`src/rtl/wb_regfile.sv`:
```
// wb_regfile: write-back stage and general register file.
// Picks the write-back value (jal link PC, load data or ALU result) and commits
// it to a 2^ASIZE-entry register file. Register 0 always reads as zero.
// Two combinational read ports use write-first bypass, so a value being written
// is visible on the read ports in the same cycle.
// commit_cnt is a wrapping count of committed (non-dropped) writes.
module wb_regfile #(
    parameter int DSIZE = 32,
    parameter int ASIZE = 5,
    parameter int ISIZE = 32,
    parameter int CSIZE = 32
) (
    input  logic             clk,
    input  logic             rst,
    input  logic             wen_in,
    input  logic [ASIZE-1:0] w_addr_in,
    input  logic [DSIZE-1:0] w_data_in,
    input  logic [DSIZE-1:0] readMem_in,
    input  logic             MemtoReg_in,
    input  logic             jal_in,
    input  logic [ISIZE-1:0] PC_in,
    input  logic [ASIZE-1:0] r_addr1,
    input  logic [ASIZE-1:0] r_addr2,
    output logic [DSIZE-1:0] r_data1,
    output logic [DSIZE-1:0] r_data2,
    output logic [CSIZE-1:0] commit_cnt
);

    localparam int               DEPTH = 1 << ASIZE;
    localparam logic [ASIZE-1:0] LINK  = '1;

    logic [DSIZE-1:0] regs_q [DEPTH];
    logic [DSIZE-1:0] regs_d [DEPTH];
    logic [CSIZE-1:0] cnt_q;
    logic [CSIZE-1:0] cnt_d;

    logic [DSIZE-1:0] pc_ext;
    logic [DSIZE-1:0] wb_data;
    logic [ASIZE-1:0] wb_addr;
    logic             commit;

    // Fit the link PC to the register width.
    generate
        if (ISIZE >= DSIZE) begin : g_pc_trunc
            assign pc_ext = PC_in[DSIZE-1:0];
        end else begin : g_pc_zext
            assign pc_ext = {{(DSIZE-ISIZE){1'b0}}, PC_in};
        end
    endgenerate

    // Write-back select; commits are suppressed while reset is held, which also
    // keeps the bypass from showing anything but zero during reset.
    always_comb begin
        wb_addr = w_addr_in;
        wb_data = w_data_in;
        if (jal_in) begin
            wb_addr = LINK;
            wb_data = pc_ext;
        end else if (MemtoReg_in) begin
            wb_data = readMem_in;
        end
        commit = rst & (wen_in | jal_in) & (wb_addr != '0);
    end

    // Next state of the register array and the commit counter.
    always_comb begin
        regs_d = regs_q;
        if (commit) begin
            regs_d[wb_addr] = wb_data;
        end
        regs_d[0] = '0;
        cnt_d = cnt_q + {{(CSIZE-1){1'b0}}, commit};
    end

    // State registers with asynchronous active-low clear.
    always_ff @(posedge clk or negedge rst) begin
        if (!rst) begin
            for (int i = 0; i < DEPTH; i++) begin
                regs_q[i] <= '0;
            end
            cnt_q <= '0;
        end else begin
            regs_q <= regs_d;
            cnt_q  <= cnt_d;
        end
    end

    // Read ports: write-first bypass, otherwise the stored entry (entry 0 stays zero).
    always_comb begin
        r_data1 = (commit && (r_addr1 == wb_addr)) ? wb_data : regs_q[r_addr1];
        r_data2 = (commit && (r_addr2 == wb_addr)) ? wb_data : regs_q[r_addr2];
    end

    assign commit_cnt = cnt_q;

endmodule

```
`config.mk`:
```
export PLATFORM = sky130hd
export DESIGN_NAME = wb_regfile
export DESIGN_NICKNAME = d
export VERILOG_FILES = /design/src/rtl/wb_regfile.sv
export SDC_FILE = /design/constraint.sdc
export NUM_CORES = 2
export LEC_CHECK = 0
export CAP_MARGIN = 40
export CORE_UTILIZATION = 52
export CTS_CLUSTER_DIAMETER = 100
export DETAILED_ROUTE_END_ITERATION = 7
export GPL_TIMING_DRIVEN = 0
export PLACE_DENSITY = 0.8
export SETUP_SLACK_MARGIN = 0.1
export SLEW_MARGIN = 20
export SYNTH_ARGS = -nofsm -noshare
export SYNTH_HDL_FRONTEND = slang
export SYNTH_SLANG_ARGS = --single-unit
```
`constraint.sdc`:
```
create_clock -name clk -period 7.3 [get_ports clk]
set_input_delay 1.46 -clock clk [delete_from_list [all_inputs] [get_ports clk]]
set_output_delay 1.46 -clock clk [all_outputs]
set_load 0.005 [all_outputs]
```
* After elaboration in Yosys (flattened, before gate mapping)
Index checks and enable logic that the tools add are counted.
W data, S select, Z words.
** Storage, ports and cells
- Register bits after elaboration :: 1024
- Bits in latches :: 0
- Bits in writable memories :: 0
- Bits in read-only memories :: 0
- Bits of input ports :: 116
- Output and inout port bits :: 96
- Word-level logic and storage cells :: 63
- Memories :: 0
** Cells by class
- $add $sub $neg :: 1
- Multiply operators :: 0
- Divide/modulo/power cells :: 0
- Order comparisons :: 4
- Equality and inequality tests :: 2
- Shift-type cells :: 0
- Muxes and demuxes :: 14
- Bitwise gates (word level) :: 6
- Reductions and logical operators :: 4
** Operators by type and width (number)
- $bwmux W1024 :: 1
- $bmux W32 S5 :: 2
- $mux W32 :: 9
- $demux W32 S5 :: 1
- $add A32 B1 Y32 :: 1
- $ge A6 B6 Y1 const B :: 3
- $not A5 Y6 :: 3
- $eq A5 B5 Y1 :: 2
- $lt A6 B1 Y1 const B :: 1
- $mux W5 :: 1
- $reduce_bool A5 Y1 :: 1
- $logic_and A1 B1 Y1 :: 3
- $and A1 B1 Y1 :: 2
- $or A1 B1 Y1 :: 1

* Depth between registers and ports, before layout
- Depth in word-level cells :: 7
- Mapped depth :: 10

* Worst setup path after synthesis
Ideal clock, no wire load.
- Kind :: input-to-output
- Start point :: in r_addr2[0]
- End point :: out r_data2[21]
- Data arrival time :: 3.088 ns
- Required time :: 5.840 ns
- Slack :: 2.752 ns
- Stages on the path :: 8
- Path buffers :: 3
- Path through :: clkbuf_1 > buf_2 > buf_2 > mux4_2 > mux2i_1 > nand2_1 > a32oi_1 > mux2i_1
** On the way
- Word-level cells in the longest chain between the ends :: 5
- Elaborated cells on any way between the ends :: 7
- Classes of those cells :: eq/ne (1); mux (4); bitwise (1); reduce/logical (1)
** RTL lines
- from (decl) :: line 23 : input logic [ASIZE-1:0] r_addr2,
- $not A5 Y6 (not written as such) :: line 91 : r_data2 = (commit && (r_addr2 == wb_addr)) ? wb_data : regs_q[r_addr2];
- $bmux W32 S5 :: line 91
- $mux W32 (not written as such) (2 in a row) :: line 91
- $mux W32 * :: line 91
- to (decl) :: line 25 : output logic [DSIZE-1:0] r_data2,
Mark *: on every way between the ends. The rest lies on a longest branch, timed or not. The select of a mux whose other input is x is not followed.

* Final worst setup path
- Start point :: in r_addr2[2]
- End point :: out r_data2[21]
The elaborated chain is that of the path after synthesis.

==> impl_metrics.tcl <==
set metrics [dict create \
    grt_pass1_wl_mm 297 \
    yosys-top-cells-count "sky130_fd_sc_hd__nand2_1 (1,183), sky130_fd_sc_hd__dfrtp_1 (1,024), sky130_fd_sc_hd__o21ai_0 (990)" \
    vdd_drop_max_uv 182 \
    placer_congestion_estimate 1.04 \
    synth-warning-count 0 \
    count_of_boundary_i_o_pins 212 \
    timing.setup.critical_path_class "input pin to primary output" \
    cpPeakStageDelay_ps 770 \
    die_area_mm2 0.106 \
    cp_num_buf_inv 4 \
    final_antenna_net_count 0 \
    ys_dominant_reg_cell "sky130_fd_sc_hd__dfrtp_1" \
    ctsHoldBuffers 0 \
    report.final.hold_viol_count 0 \
    power_density_mw_per_mm2 242 \
    setup.reg_to_reg.worst_slack_ps 5230 \
    worstSetupPathDepth 9 \
    synth_area_leader_cell "sky130_fd_sc_hd__dfrtp_1" \
    netlist.area_leader.share_pct 47.0 \
    crit_path_top_delay_cell "sky130_fd_sc_hd__nor2_2" \
    clock_tree.htree_level_count 3 \
    worstSetupEndpointType "primary output" \
    route.final.wire_length_mm 200 \
    postCtsSetupBuffers 0 \
    synth_compound_area_share_pct 15.8 \
    worstPathRequired_ps 5840 \
    core_mm2 0.104 \
    synthSimpleGateAreaFrac_pct 9.77 \
    setup_ws_ps -46.1 \
    route.detailed.drc 0 \
    preCtsSetupSlack_ps -20.1 \
    netlist_area_mm2 0.0546 \
    placed_cells 6912 \
    max-cap-violations 0 \
    final_max_slew_viol_count 0 \
    antenna_violations_before_repair 7 \
    ctsRootBufferMaster "sky130_fd_sc_hd__clkbuf_16" \
    insertion_delay_ps 710 \
    slew-limit-headroom_pct 33.5 \
    muxShareOfSynthArea_pct 22.8 \
    wl_per_cell_um 28.0 \
    synth_area_leaders "sky130_fd_sc_hd__dfrtp_1 (47%), sky130_fd_sc_hd__mux4_2 (13%), sky130_fd_sc_hd__o21ai_0 (9.1%)" \
    hold_start "commit_cnt[31]$_DFF_PN0_" \
    detail_routed_via_count_per_cell 6.71 \
    failing_checks "negative setup slack" \
    grt_pass1_vias 47400 \
    worst_r2r_startpoint "commit_cnt[10]$_DFF_PN0_" \
    synth_edf_count 0 \
    critPathTopFamily "buffers and inverters" \
    timing.critical_path.cells "clkdlybuf4s50_1 > buf_2 > nor2_2 > clkbuf_1 > a22oi_1 > a21oi_1 > a32oi_1 > mux2i_1 > clkdlybuf4s50_1" \
    worstMarginPinSlew_ps 997 \
    grt_overflow_total 0 \
    synth_fa_ha_area_share_pct 0.0688 \
    grt_setup_unrepaired "yes" \
    fin_worst_skew_ps 14.2 \
    synth_cell_types 49 \
    vias 47800 \
    first_pass_iters 8 \
    postSynth.asyncResetShare_pct 100 \
    period_needed_ps 7350 \
    synthToLayoutAreaGrowth_pct 15.0 \
    postSynthAreaPerCell_um2 10.3 \
    cellLeakagePower_nw 27.2 \
    reg2reg_depth 5 \
    regToRegEndpoint "commit_cnt[22]$_DFF_PN0_" \
    crit_end "r_data2[21]" \
    synth_fp_nets 5415 \
    detailedRoute.firstIterationViolations 7229 \
    design.final.nets 5775 \
    period_share_pct 101 \
    layout-drive-gt1-share_pct 17.7 \
    stdcell_count 7131 \
    outcome "finished, violations left" \
    floorplan.die.height_um 326 \
    fmax_mhz 136 \
    hold_path_class "flop to flop" \
    post_synth_xor_xnor_area_pct 0.562 \
    synth_top_family_by_area "multiplexers" \
    critPathMaxFanout 10 \
    grt_start_max_net_pins 149 \
    startpoint_type "input pin" \
    worst_setup_path_startpoint "r_addr2[2]" \
    clock_sinks 1024 \
    port_buffers 202 \
    cts_tree "done" \
    dp.final_hpwl_mm 152 \
    cpMostUsedCell "sky130_fd_sc_hd__clkdlybuf4s50_1" \
    holdWs_ps 470 \
    fin_total_pwr_mw 15.2 \
    arrival_ps 5890 \
    grtUsageTotal_pct 37.3 \
    synth_seq_cells 1024 \
    worst_setup_hold_path_clk_slew_ps 60 \
    post-synth-top-count-cell "sky130_fd_sc_hd__nand2_1" \
    post_synth_inst_count 5296 \
    tritoncts.num_buffers 106 \
    initial_util_pct 52.6 \
    fraction_of_the_yosys_area_taken_by_sequential_cells_pct 47.0 \
    chipWidth_um 326 \
    core.rowCount 118 \
    finalSetupViolCount 4 \
    cts.path.max_buffers 3 \
]
what timing repair did:
action,4_1_cts,5_1_grt
resized for setup,0,11
pin swaps,0,0
setup endpoints to repair,19,20
gates cloned,1,1
registers in the layout, indices dropped and copies added (netlist names):
signal and count:
regs_q 992, commit_cnt 32
layout make-up:
class / instances / area (um2)
antenna: 8 / 20.0
buffer: 538 / 2200
clock buffer: 146 / 3110
clock inverter: 49 / 628
fill: 8393 / 41000
inverter: 4 / 15.0
multi-input combinational: 3730 / 26800
sequential: 1024 / 25600
tap: 1380 / 1730
timing repair buffer: 252 / 2670
worst reg2reg max path: stages, from the launching register on:
cell and delay (ps):
sky130_fd_sc_hd__dfrtp_1 430, sky130_fd_sc_hd__and4_1 300, sky130_fd_sc_hd__nand4_1 200, sky130_fd_sc_hd__nor3_1 680
sky130_fd_sc_hd__nand3_1 180, sky130_fd_sc_hd__xnor2_1 170
per-layer routing:
metal / GRT usage (%) / routed length [um] / vias up
li1: - / - / 19800
met3: 11.3 / 25100 / 694
met1: 47.7 / 72400 / 23900
met4: 21.7 / 12900 / 4
met5: 0 / 29 / -
met2: 56.5 / 89500 / 3368
per-stage QoR:
stage | utilization (%) | setup TNS [ps] | instance area, um2
after detailed placement | 56.6 | -21.0 | 58800
after global routing | 60.4 | 0 | 62700
final | 60.5 | -94.4 | 62700
after floorplan | - | 0 | 54600
after CTS | 60.3 | 0 | 62500
after global placement | 56.2 | - | 58300
power breakdown:
group          internal [mW]  switching (mW)  total, mW
combinational           1.09            1.51       2.60
clock                   3.43            2.43       5.86
sequential              6.25           0.474       6.72
total                   10.8            4.42       15.2
logic make-up (layout without fill, tap and decap cells):
family,Yosys count,in the layout
xor+xnor,35,35
flops,1024,1024
other cells,0,8
buf+inv,542,989
mux,805,805
fa+ha+maj,3,3
simple gates,1340,1340
compound gates,1547,1547
worst min-delay path by stage:
stage | end | cells after the start
2_1_floorplan | regs_q[126]$_DFFE_PN0P_ | 2
3_3_place_gp | commit_cnt[31]$_DFF_PN0_ | 1
3_5_place_dp | commit_cnt[31]$_DFF_PN0_ | 1
4_1_cts | commit_cnt[31]$_DFF_PN0_ | 1
5_1_grt | commit_cnt[31]$_DFF_PN0_ | 1
6_report | commit_cnt[31]$_DFF_PN0_ | 1
cells in the final DEF, fill, tap and decap left out, drive strengths merged, types with 3 or more instances in the layout:
cell,instances
nand2,1192
dfrtp,1024
o21ai,1024
clkbuf,557
mux4,319
mux2,312
a21oi,225
clkdlybuf4s50,201
buf,177
mux2i,174
a22oi,157
a32oi,64
nor2,50
nor2b,36
o211ai,33
a221oi,31
xnor2,26
clkinv,24
nand3,20
bufinv,13
and3,11
nor3,10
xor2,9
inv,9
diode,8
nand4,7
clkinvlp,7
nand2b,3
ha,3
(Power assumes the default switching activity.)
